### config.mk
export PLATFORM = sky130hd
export DESIGN_NAME = fetch_stage
export DESIGN_NICKNAME = d
export VERILOG_FILES = /design/src/rtl/fetch_stage_pkg.sv /design/src/rtl/fetch_stage_ifid.sv /design/src/rtl/fetch_stage.sv
export SDC_FILE = /design/constraint.sdc
export NUM_CORES = 1
export LEC_CHECK = 0
export BUFFER_PORTS_ARGS = -buffer_cell sky130_fd_sc_hd__buf_4
export CAP_MARGIN = 40
export CORE_ASPECT_RATIO = 1.5
export CORE_MARGIN = 2
export CORE_UTILIZATION = 31
export DETAILED_ROUTE_END_ITERATION = 6
export MAX_ROUTING_LAYER = met4
export PLACE_DENSITY = 0.56
export SETUP_SLACK_MARGIN = 0.05
export SLEW_MARGIN = 0
export SYNTH_ARGS = -nofsm -noshare
export SYNTH_HDL_FRONTEND = slang
export SYNTH_SLANG_ARGS = --single-unit
### constraint.sdc
create_clock -name clk -period 2.8 [get_ports clk]
set_input_delay 0 -clock clk [delete_from_list [all_inputs] [get_ports clk]]
set_output_delay 0 -clock clk [all_outputs]
set_load 0.05 [all_outputs]
### src/rtl/fetch_stage_pkg.sv
// Shared constants and state encoding for the instruction-fetch stage.
package fetch_stage_pkg;

  localparam int unsigned PC_W_DEF         = 12;
  localparam int unsigned INSTR_W_DEF      = 16;
  localparam logic [11:0] RESET_ADDR_DEF   = 12'h000;
  localparam logic [11:0] HANDLER_ADDR_DEF = 12'hFF0;
  localparam logic [15:0] NOP_DEF          = 16'h0000;

  // Instruction field positions used by decode.
  localparam int unsigned OPC_MSB  = 15;
  localparam int unsigned OPC_LSB  = 12;
  localparam int unsigned FUNC_MSB = 7;
  localparam int unsigned FUNC_LSB = 0;

  typedef enum logic [1:0] {
    ST_FETCH = 2'd0,
    ST_HOLD  = 2'd1,
    ST_DRAIN = 2'd2
  } fetch_state_e;

endpackage

### src/rtl/fetch_stage_ifid.sv
// IF/ID pipeline register: flush forces a bubble, write enable holds, otherwise
// loads the delivered instruction or a bubble.
module ifid_reg
  import fetch_stage_pkg::*;
#(
  parameter int unsigned         PC_W    = PC_W_DEF,
  parameter int unsigned         INSTR_W = INSTR_W_DEF,
  parameter logic [INSTR_W-1:0]  NOP     = INSTR_W'(NOP_DEF)
) (
  input  logic               clk,
  input  logic               rst,
  input  logic               write_en,
  input  logic               flush,
  input  logic               load_valid,
  input  logic [INSTR_W-1:0] load_instr,
  input  logic [PC_W-1:0]    load_pc1,
  output logic [INSTR_W-1:0] instr,
  output logic [PC_W-1:0]    pc1,
  output logic               valid
);

  logic [INSTR_W-1:0] instr_q, instr_d;
  logic [PC_W-1:0]    pc1_q, pc1_d;
  logic               valid_q, valid_d;

  // Next IF/ID contents: flush beats hold, hold beats load/bubble.
  always_comb begin
    instr_d = instr_q;
    pc1_d   = pc1_q;
    valid_d = valid_q;
    if (flush) begin
      instr_d = NOP;
      valid_d = 1'b0;
    end else if (write_en) begin
      if (load_valid) begin
        instr_d = load_instr;
        pc1_d   = load_pc1;
        valid_d = 1'b1;
      end else begin
        instr_d = NOP;
        valid_d = 1'b0;
      end
    end
  end

  // IF/ID register with synchronous reset to a bubble.
  always_ff @(posedge clk) begin
    if (rst) begin
      instr_q <= NOP;
      pc1_q   <= '0;
      valid_q <= 1'b0;
    end else begin
      instr_q <= instr_d;
      pc1_q   <= pc1_d;
      valid_q <= valid_d;
    end
  end

  assign instr = instr_q;
  assign pc1   = pc1_q;
  assign valid = valid_q;

endmodule

### src/rtl/fetch_stage.sv
// Instruction-fetch stage: owns the PC, runs the wait-state memory handshake,
// applies redirects and stalls, and feeds the IF/ID register.
module fetch_stage
  import fetch_stage_pkg::*;
#(
  parameter int unsigned        PC_W         = PC_W_DEF,
  parameter int unsigned        INSTR_W      = INSTR_W_DEF,
  parameter logic [PC_W-1:0]    RESET_ADDR   = PC_W'(RESET_ADDR_DEF),
  parameter logic [PC_W-1:0]    HANDLER_ADDR = PC_W'(HANDLER_ADDR_DEF),
  parameter logic [INSTR_W-1:0] NOP          = INSTR_W'(NOP_DEF)
) (
  input  logic               clk,
  input  logic               rst,
  input  logic               pc_write,
  input  logic               ifid_write,
  input  logic               flush,
  input  logic               branch,
  input  logic [PC_W-1:0]    branch_target,
  input  logic               jump,
  input  logic [PC_W-1:0]    jump_target,
  input  logic               handler,
  output logic               imem_req,
  output logic [PC_W-1:0]    imem_addr,
  input  logic [INSTR_W-1:0] imem_rdata,
  input  logic               imem_ready,
  output logic [INSTR_W-1:0] ifid_instr,
  output logic [PC_W-1:0]    ifid_pc1,
  output logic               ifid_valid,
  output logic [PC_W-1:0]    pc
);

  fetch_state_e       state_q, state_d;
  logic [PC_W-1:0]    pc_q, pc_d;
  logic [PC_W-1:0]    redir_pc_q, redir_pc_d;
  logic [INSTR_W-1:0] buf_q, buf_d;
  logic [PC_W-1:0]    target, pc_inc;
  logic [INSTR_W-1:0] deliver_instr;
  logic               accept, redirect, deliver;

  assign accept   = pc_write & ifid_write;
  assign redirect = handler | jump | branch;
  assign pc_inc   = pc_q + PC_W'(1);

  // Redirect target by priority: handler, then jump, then branch.
  always_comb begin
    target = branch_target;
    if (handler)   target = HANDLER_ADDR;
    else if (jump) target = jump_target;
  end

  // Fetch FSM: next state, next PC, buffer/redirect capture and delivery.
  always_comb begin
    state_d       = state_q;
    pc_d          = pc_q;
    buf_d         = buf_q;
    redir_pc_d    = redir_pc_q;
    deliver       = 1'b0;
    deliver_instr = imem_rdata;
    case (state_q)
      ST_FETCH: begin
        if (imem_ready) begin
          if (redirect) begin
            pc_d = target;
          end else if (accept) begin
            deliver = 1'b1;
            pc_d    = pc_inc;
          end else begin
            buf_d   = imem_rdata;
            state_d = ST_HOLD;
          end
        end else if (redirect) begin
          redir_pc_d = target;
          state_d    = ST_DRAIN;
        end
      end
      ST_HOLD: begin
        deliver_instr = buf_q;
        if (redirect) begin
          pc_d    = target;
          state_d = ST_FETCH;
        end else if (accept) begin
          deliver = 1'b1;
          pc_d    = pc_inc;
          state_d = ST_FETCH;
        end
      end
      ST_DRAIN: begin
        if (redirect) redir_pc_d = target;
        // The in-flight request must complete before the PC may move.
        if (imem_ready) begin
          pc_d    = redirect ? target : redir_pc_q;
          state_d = ST_FETCH;
        end
      end
      default: state_d = ST_FETCH;
    endcase
  end

  // Fetch state registers with synchronous reset.
  always_ff @(posedge clk) begin
    if (rst) begin
      state_q    <= ST_FETCH;
      pc_q       <= RESET_ADDR;
      redir_pc_q <= '0;
      buf_q      <= '0;
    end else begin
      state_q    <= state_d;
      pc_q       <= pc_d;
      redir_pc_q <= redir_pc_d;
      buf_q      <= buf_d;
    end
  end

  assign imem_req  = ~rst & (state_q != ST_HOLD);
  assign imem_addr = pc_q;
  assign pc        = pc_q;

  // Delivered instructions always belong to the unadvanced pc, so PC+1 is pc_inc.
  ifid_reg #(
    .PC_W    (PC_W),
    .INSTR_W (INSTR_W),
    .NOP     (NOP)
  ) u_ifid (
    .clk        (clk),
    .rst        (rst),
    .write_en   (ifid_write),
    .flush      (flush),
    .load_valid (deliver),
    .load_instr (deliver_instr),
    .load_pc1   (pc_inc),
    .instr      (ifid_instr),
    .pc1        (ifid_pc1),
    .valid      (ifid_valid)
  );

endmodule

# == After elaboration in Yosys (flattened, before gate mapping) ==
# Cells that the tools add are included.
# classes
n_div,0
n_shift,0
magnitude_cmp,0
eq_ne,10
n_mul,0
add_sub_neg,1
n_reduce_logical,9
n_mux,25
n_bitwise,8
# op_table
operator,count
two-way mux 12 bit,8
case mux 12 bit (3 select lines),1
two-way mux 16 bit,2
case mux 12 bit (2 select lines),1
two-way mux 2 bit,7
"adder 12 x 1 -> 12 bit, second input constant",1
"!= test 3 bit, second input constant",4
"!= test 2 bit, second input constant",3
case mux 2 bit (3 select lines),1
AND reduction 3 bit,2
AND reduction 5 bit,1
two-way mux 1 bit,4
inverter 1 bit,4
AND reduction 4 bit,1
nonzero test 3 bit,1
AND 1 bit,2
"equality test 2 x 1 -> 1 bit, second input constant",1
"equality test 2 bit, second input constant",1
logical NOT 2 bit,1
"!= test 2 x 1 -> 1 bit, second input constant",1
bitwise OR 1 bit,2
case mux 1 bit (2 select lines),1
AND reduction 2 bit,1
nonzero test 2 bit,1
OR reduction 2 bit,1
# word_totals
latchBits,0
memories,0
reg_bits,71
mem_bits_ro,0
ram_bits,0
inputBits,49
out_inout_bits,54

# == Depth between registers and ports, before layout ==
# logic_depth
ltp_word,6
mapped_depth,8
depth_no_buf,5

# == Hierarchy ==
# From an unflattened synthesis, not the netlist that was laid out.
# unflattened
hier_cells,453
hier_area_um2,3666.0
# by_module_without_submodules
module,instances,area_per_inst_um2,cells_each
fetch_stage,1,2447.3,325
ifid_reg,1,1218.7,128

# == Least setup slack after synthesis ==
# Ideal clock, no wire load.
# synth_path
path_kind,flip-flop to flip-flop
start,"register pc_q[0], in the netlist imem_addr[0]"
end,"register pc_q[6], in the netlist imem_addr[6]"
stages_incl_launch_ff,6
path_buffers,0
period_less_slack_ps,2111
required_time_ps,2726
slack_ps,689
arrival_time_ps,2037
path_cell_list,dfxtp_1 -> ha_1 -> nand3_1 -> or3_1 -> a311o_1 -> a31oi_1
# synth_via
elab_chain_cells,5
# synth_rtl
element,line_no,rtl
start: declaration,fetch_stage.sv:33,"logic [PC_W-1:0] pc_q, pc_d;"
start signal: assignment,fetch_stage.sv:108,pc_q <= pc_d;
adder 12 x 1 -> 12 bit (*),fetch_stage.sv:42,assign pc_inc = pc_q + PC_W'(1);
two-way mux 12 bit (*),"fetch_stage.sv:64, fetch_stage.sv:81",
two-way mux 12 bit (*),fetch_stage.sv:62,if (redirect) begin
two-way mux 12 bit,fetch_stage.sv:61,if (imem_ready) begin
case mux 12 bit (3 select lines) (*),fetch_stage.sv:59,case (state_q)
# Mark *: on every way between the ends. The rest lies on a longest branch, timed or not. The select of a mux whose other input is x is not followed.
# A chain may end at the register's enable or synchronous reset.

# == Worst setup path in the final report ==
# layout_path
start,register state_q[1]
end,"register u_ifid.pc1_q[6], in the netlist u_ifid.pc1[6]"
# layout_via
elab_chain_cells,3
elab_cells_between_ends,4
classes_between,eq/ne (1); mux (1); reduce/logical (2)
# layout_rtl
element,line_no,rtl
start: declaration,fetch_stage.sv:32,"fetch_state_e state_q, state_d;"
start signal: assignment,fetch_stage.sv:107,state_q <= state_d;
equality test 2 x 1 -> 1 bit / logical NOT 2 bit (equally long branches),fetch_stage.sv:59,
case mux 1 bit (2 select lines) (*),fetch_stage.sv:59,
AND reduction 3 bit (no source line) (*),-,
end signal: assignment,fetch_stage_ifid.sv:54,pc1_q <= pc1_d;
end: declaration,fetch_stage_ifid.sv:23,"logic [PC_W-1:0] pc1_q, pc1_d;"
# Mark *: on every way between the ends. The rest lies on a longest branch, timed or not.

==> impl_metrics.ini <==
[floorplan]
die_y_um = 134.5
num_rows = 47
io_pins = 103
die-area_um2 = 12240
start_util_pct = 31.84
coreArea_um2 = 11060
die_w_um = 91

[logic_synthesis]
ys_warn_count = 0
yosysTopAreaCellShare_pct = 40.38
ys_async_sr_fraction_pct = 0
yosys-top-cells-area = dfxtp_1, mux2i_1, nor2_1
synthFlopType = dfxtp_1
synth_nets = 461
ys_ff_latch = 71
ys_types = 49
syn_inst = 411
synth-seq-area-share_pct = 40.38
synth_largest_area_cell = dfxtp_1
avgSynthCellArea_um2 = 8.564
syn_area_um2 = 3520
synth_edf_count = 0

[finish]
num-fill-cells = 1154
register_area_um2 = 1421
nets = 558
multi_input_area_um2 = 1793
drive_above_1_share_pct = 25.34
fin_area_um2 = 4821
n_antenna_cell = 0
final_core_util_pct = 43.61
fin_cells = 660
syn_to_final_growth_pct = 36.97

[job]
max-cap-violations = 0

[power]
leakage_nw = 2.124
ir_worst_vdd_uv = 364.1
power.density_nw_per_um2 = 591.3
total_power_mw = 2.851

[timing]
fin_ws_ns = 0.7358
worst_pin_slew_ns = 0.9751
slew_headroom_pct = 34.99
fin_setup_tns_ns = 0
whs_ns = 0.01250
period_needed_ns = 2.064
setup_violations = 0
drv_slew = 0
fmax_mhz = 484.4
fin_crit_sh_pct = 73.72
fin_worst_skew_ns = 0.006157
rsz0062_at_grt = false
finalHoldViolCount = 0

[worst_setup_path]
crit_type = reg -> reg
crit_path_max_incr_delay_ns = 0.58
ff2ff_setup_slack_ns = 0.74
r2r_cells = 5
cp-end-kind = flop
r2r_end = u_ifid.pc1[6]
cp-start-kind = flop
required_ns = 3.03
crit_path_top_delay_cell = or4_4
r2r-start = state_q[1]
worst_ep_arrival_time_ns = 2.30
cp_max_fo = 12
path_cells = or4_4 > nor4_4 > buf_4 > nor2_1 > a311oi_1

[global_routing]
grt_max_degree = 51
grt_usage_pct = 16.90
antenna_found_initial = 0
grt_pass1_wl_um = 16100
grt_pass1_vias = 3173
grt-ovfl-total = 0

[clock_network]
cts-resized-gates = 0
cts.reportedPaths.clkPinSlew_ns = 0.06
clk_path_buf_depth = 2
cts_sinks = 71
numCtsBuffers = 9
cts_root_buffer = clkbuf_16
cts_tree = yes
clkLatencyLatePin_ns = 0.33
htreeDepth = 3

[hold_path]
hold_end = redir_pc_q[7]
min_path_cells = 3
min-delay-start = jump_target[7]
hold_class = in -> reg

[placement]
dpl_cell_area_um2 = 4284
placed_cells = 625
dp_hpwl_um = 7157
port_buffers = 102
gp_congestion = 0.8137
place_ws_ns = 0.7251

[run_status]
status = complete, no violations

[drt]
drc = 0
wire_per_inst_um = 15.18
post_drt_via_cell_ratio = 5.070
drt_iter0_markers = 166
wl_um = 10020
vias = 3346
ant_nets = 0
dr.pass1.iters = 4
worst max-delay path: cells and delay by family (launching register included):
family | cells | cell delay (ns)
simple gates | 3 | 1.10
flops | 1 | 0.36
compound gates | 1 | 0.24
buf+inv | 1 | 0.27
layer usage:
layer	part of all wire [%]	global-route usage, %	vias up
li1	-	-	1657
met1	43	19.09	1570
met2	50	29.75	104
met3	5.5	3.906	15
met4	1.4	4.966	0
met5	0	-	-
Yosys cell counts (9+ instances only):
cell type,instances
buf_2,10
dfxtp_1,71
a21oi_1,20
buf_4,12
o22ai_1,17
a211oi_1,11
mux2i_1,32
and2_1,17
inv_1,22
o21ai_0,23
nand2b_1,9
nand2_1,16
clkbuf_1,13
nor2_1,44
cell usage in the layout, fill, tap and decap left out, types with 2 or more instances in the layout:
cell             n
buf_4          107
o21bai_1         2
a22oi_1          6
o21ai_2          2
a221oi_1         2
dlygate4sd3_1   19
nor4_1           5
clkinv_2         2
a31oi_1          4
nand4_1          2
a311o_1          2
a211oi_1        11
nand3b_1         7
nand2b_1         9
xnor2_1          3
nand2_1         16
nor3_1           4
dfxtp_1         71
o31a_1           3
o21ai_0         23
nand3_1          6
or3_1            6
nor2b_1          7
nor2_1          44
a311oi_1         7
inv_1           22
bufinv_16        3
o22ai_1         17
clkbuf_16        9
a2111oi_0        2
a21oi_1         20
and3_1           3
mux2i_1         32
and2_1          17
o211ai_1         2
final cells by class:
type | instances | area share (%)
sequential | 71 | 29.48
timing repair buffer | 126 | 20.61
tap | 147 | 3.815
inverter | 22 | 1.713
multi-input combinational | 278 | 37.19
clock inverter | 6 | 2.232
clock buffer | 10 | 4.957
report_power, final:
| group | total [mW] | internal, mW | switching (mW) |
|---|---|---|---|
| Clock | 1.33 | 0.891 | 0.439 |
| Sequential | 1.08 | 1.05 | 0.0371 |
| Combinational | 0.438 | 0.170 | 0.269 |
worst max path at each step:
| stage | cells after the start | to | startpoint |
|---|---|---|---|
| floorplan | 5 | imem_addr[6] | imem_addr[0] |
| global placement | 5 | u_ifid.pc1[6] | state_q[1] |
| detailed placement | 5 | u_ifid.pc1[6] | state_q[1] |
| CTS | 5 | u_ifid.pc1[6] | state_q[1] |
| global route | 5 | imem_addr[10] | imem_addr[0] |
| finish | 5 | u_ifid.pc1[6] | state_q[1] |
registers in the layout, indices dropped and copies added, names as in the netlist:
signal        flops
state_q           2
u_ifid.pc1       12
u_ifid.valid      1
redir_pc_q       12
u_ifid.instr     16
imem_addr        12
buf_q            16
what timing repair did:
action,4_1_cts,5_1_grt
setup buffers,0,0
endpoints found under the hold margin,19,0
hold buffers,19,0
cells by family after synthesis:
| group | synth area share (%) |
|---|---|
| and+or+nand+nor | 19.27 |
| AOI/OAI and AO/OA | 20.90 |
| DFF | 40.38 |
| buffers and inverters | 8.674 |
| muxes | 9.421 |
| xor gates and xnor gates | 0.9956 |
| adders and majority gates | 0.3554 |
No activity file was read; power rests on OpenSTA's default activity.
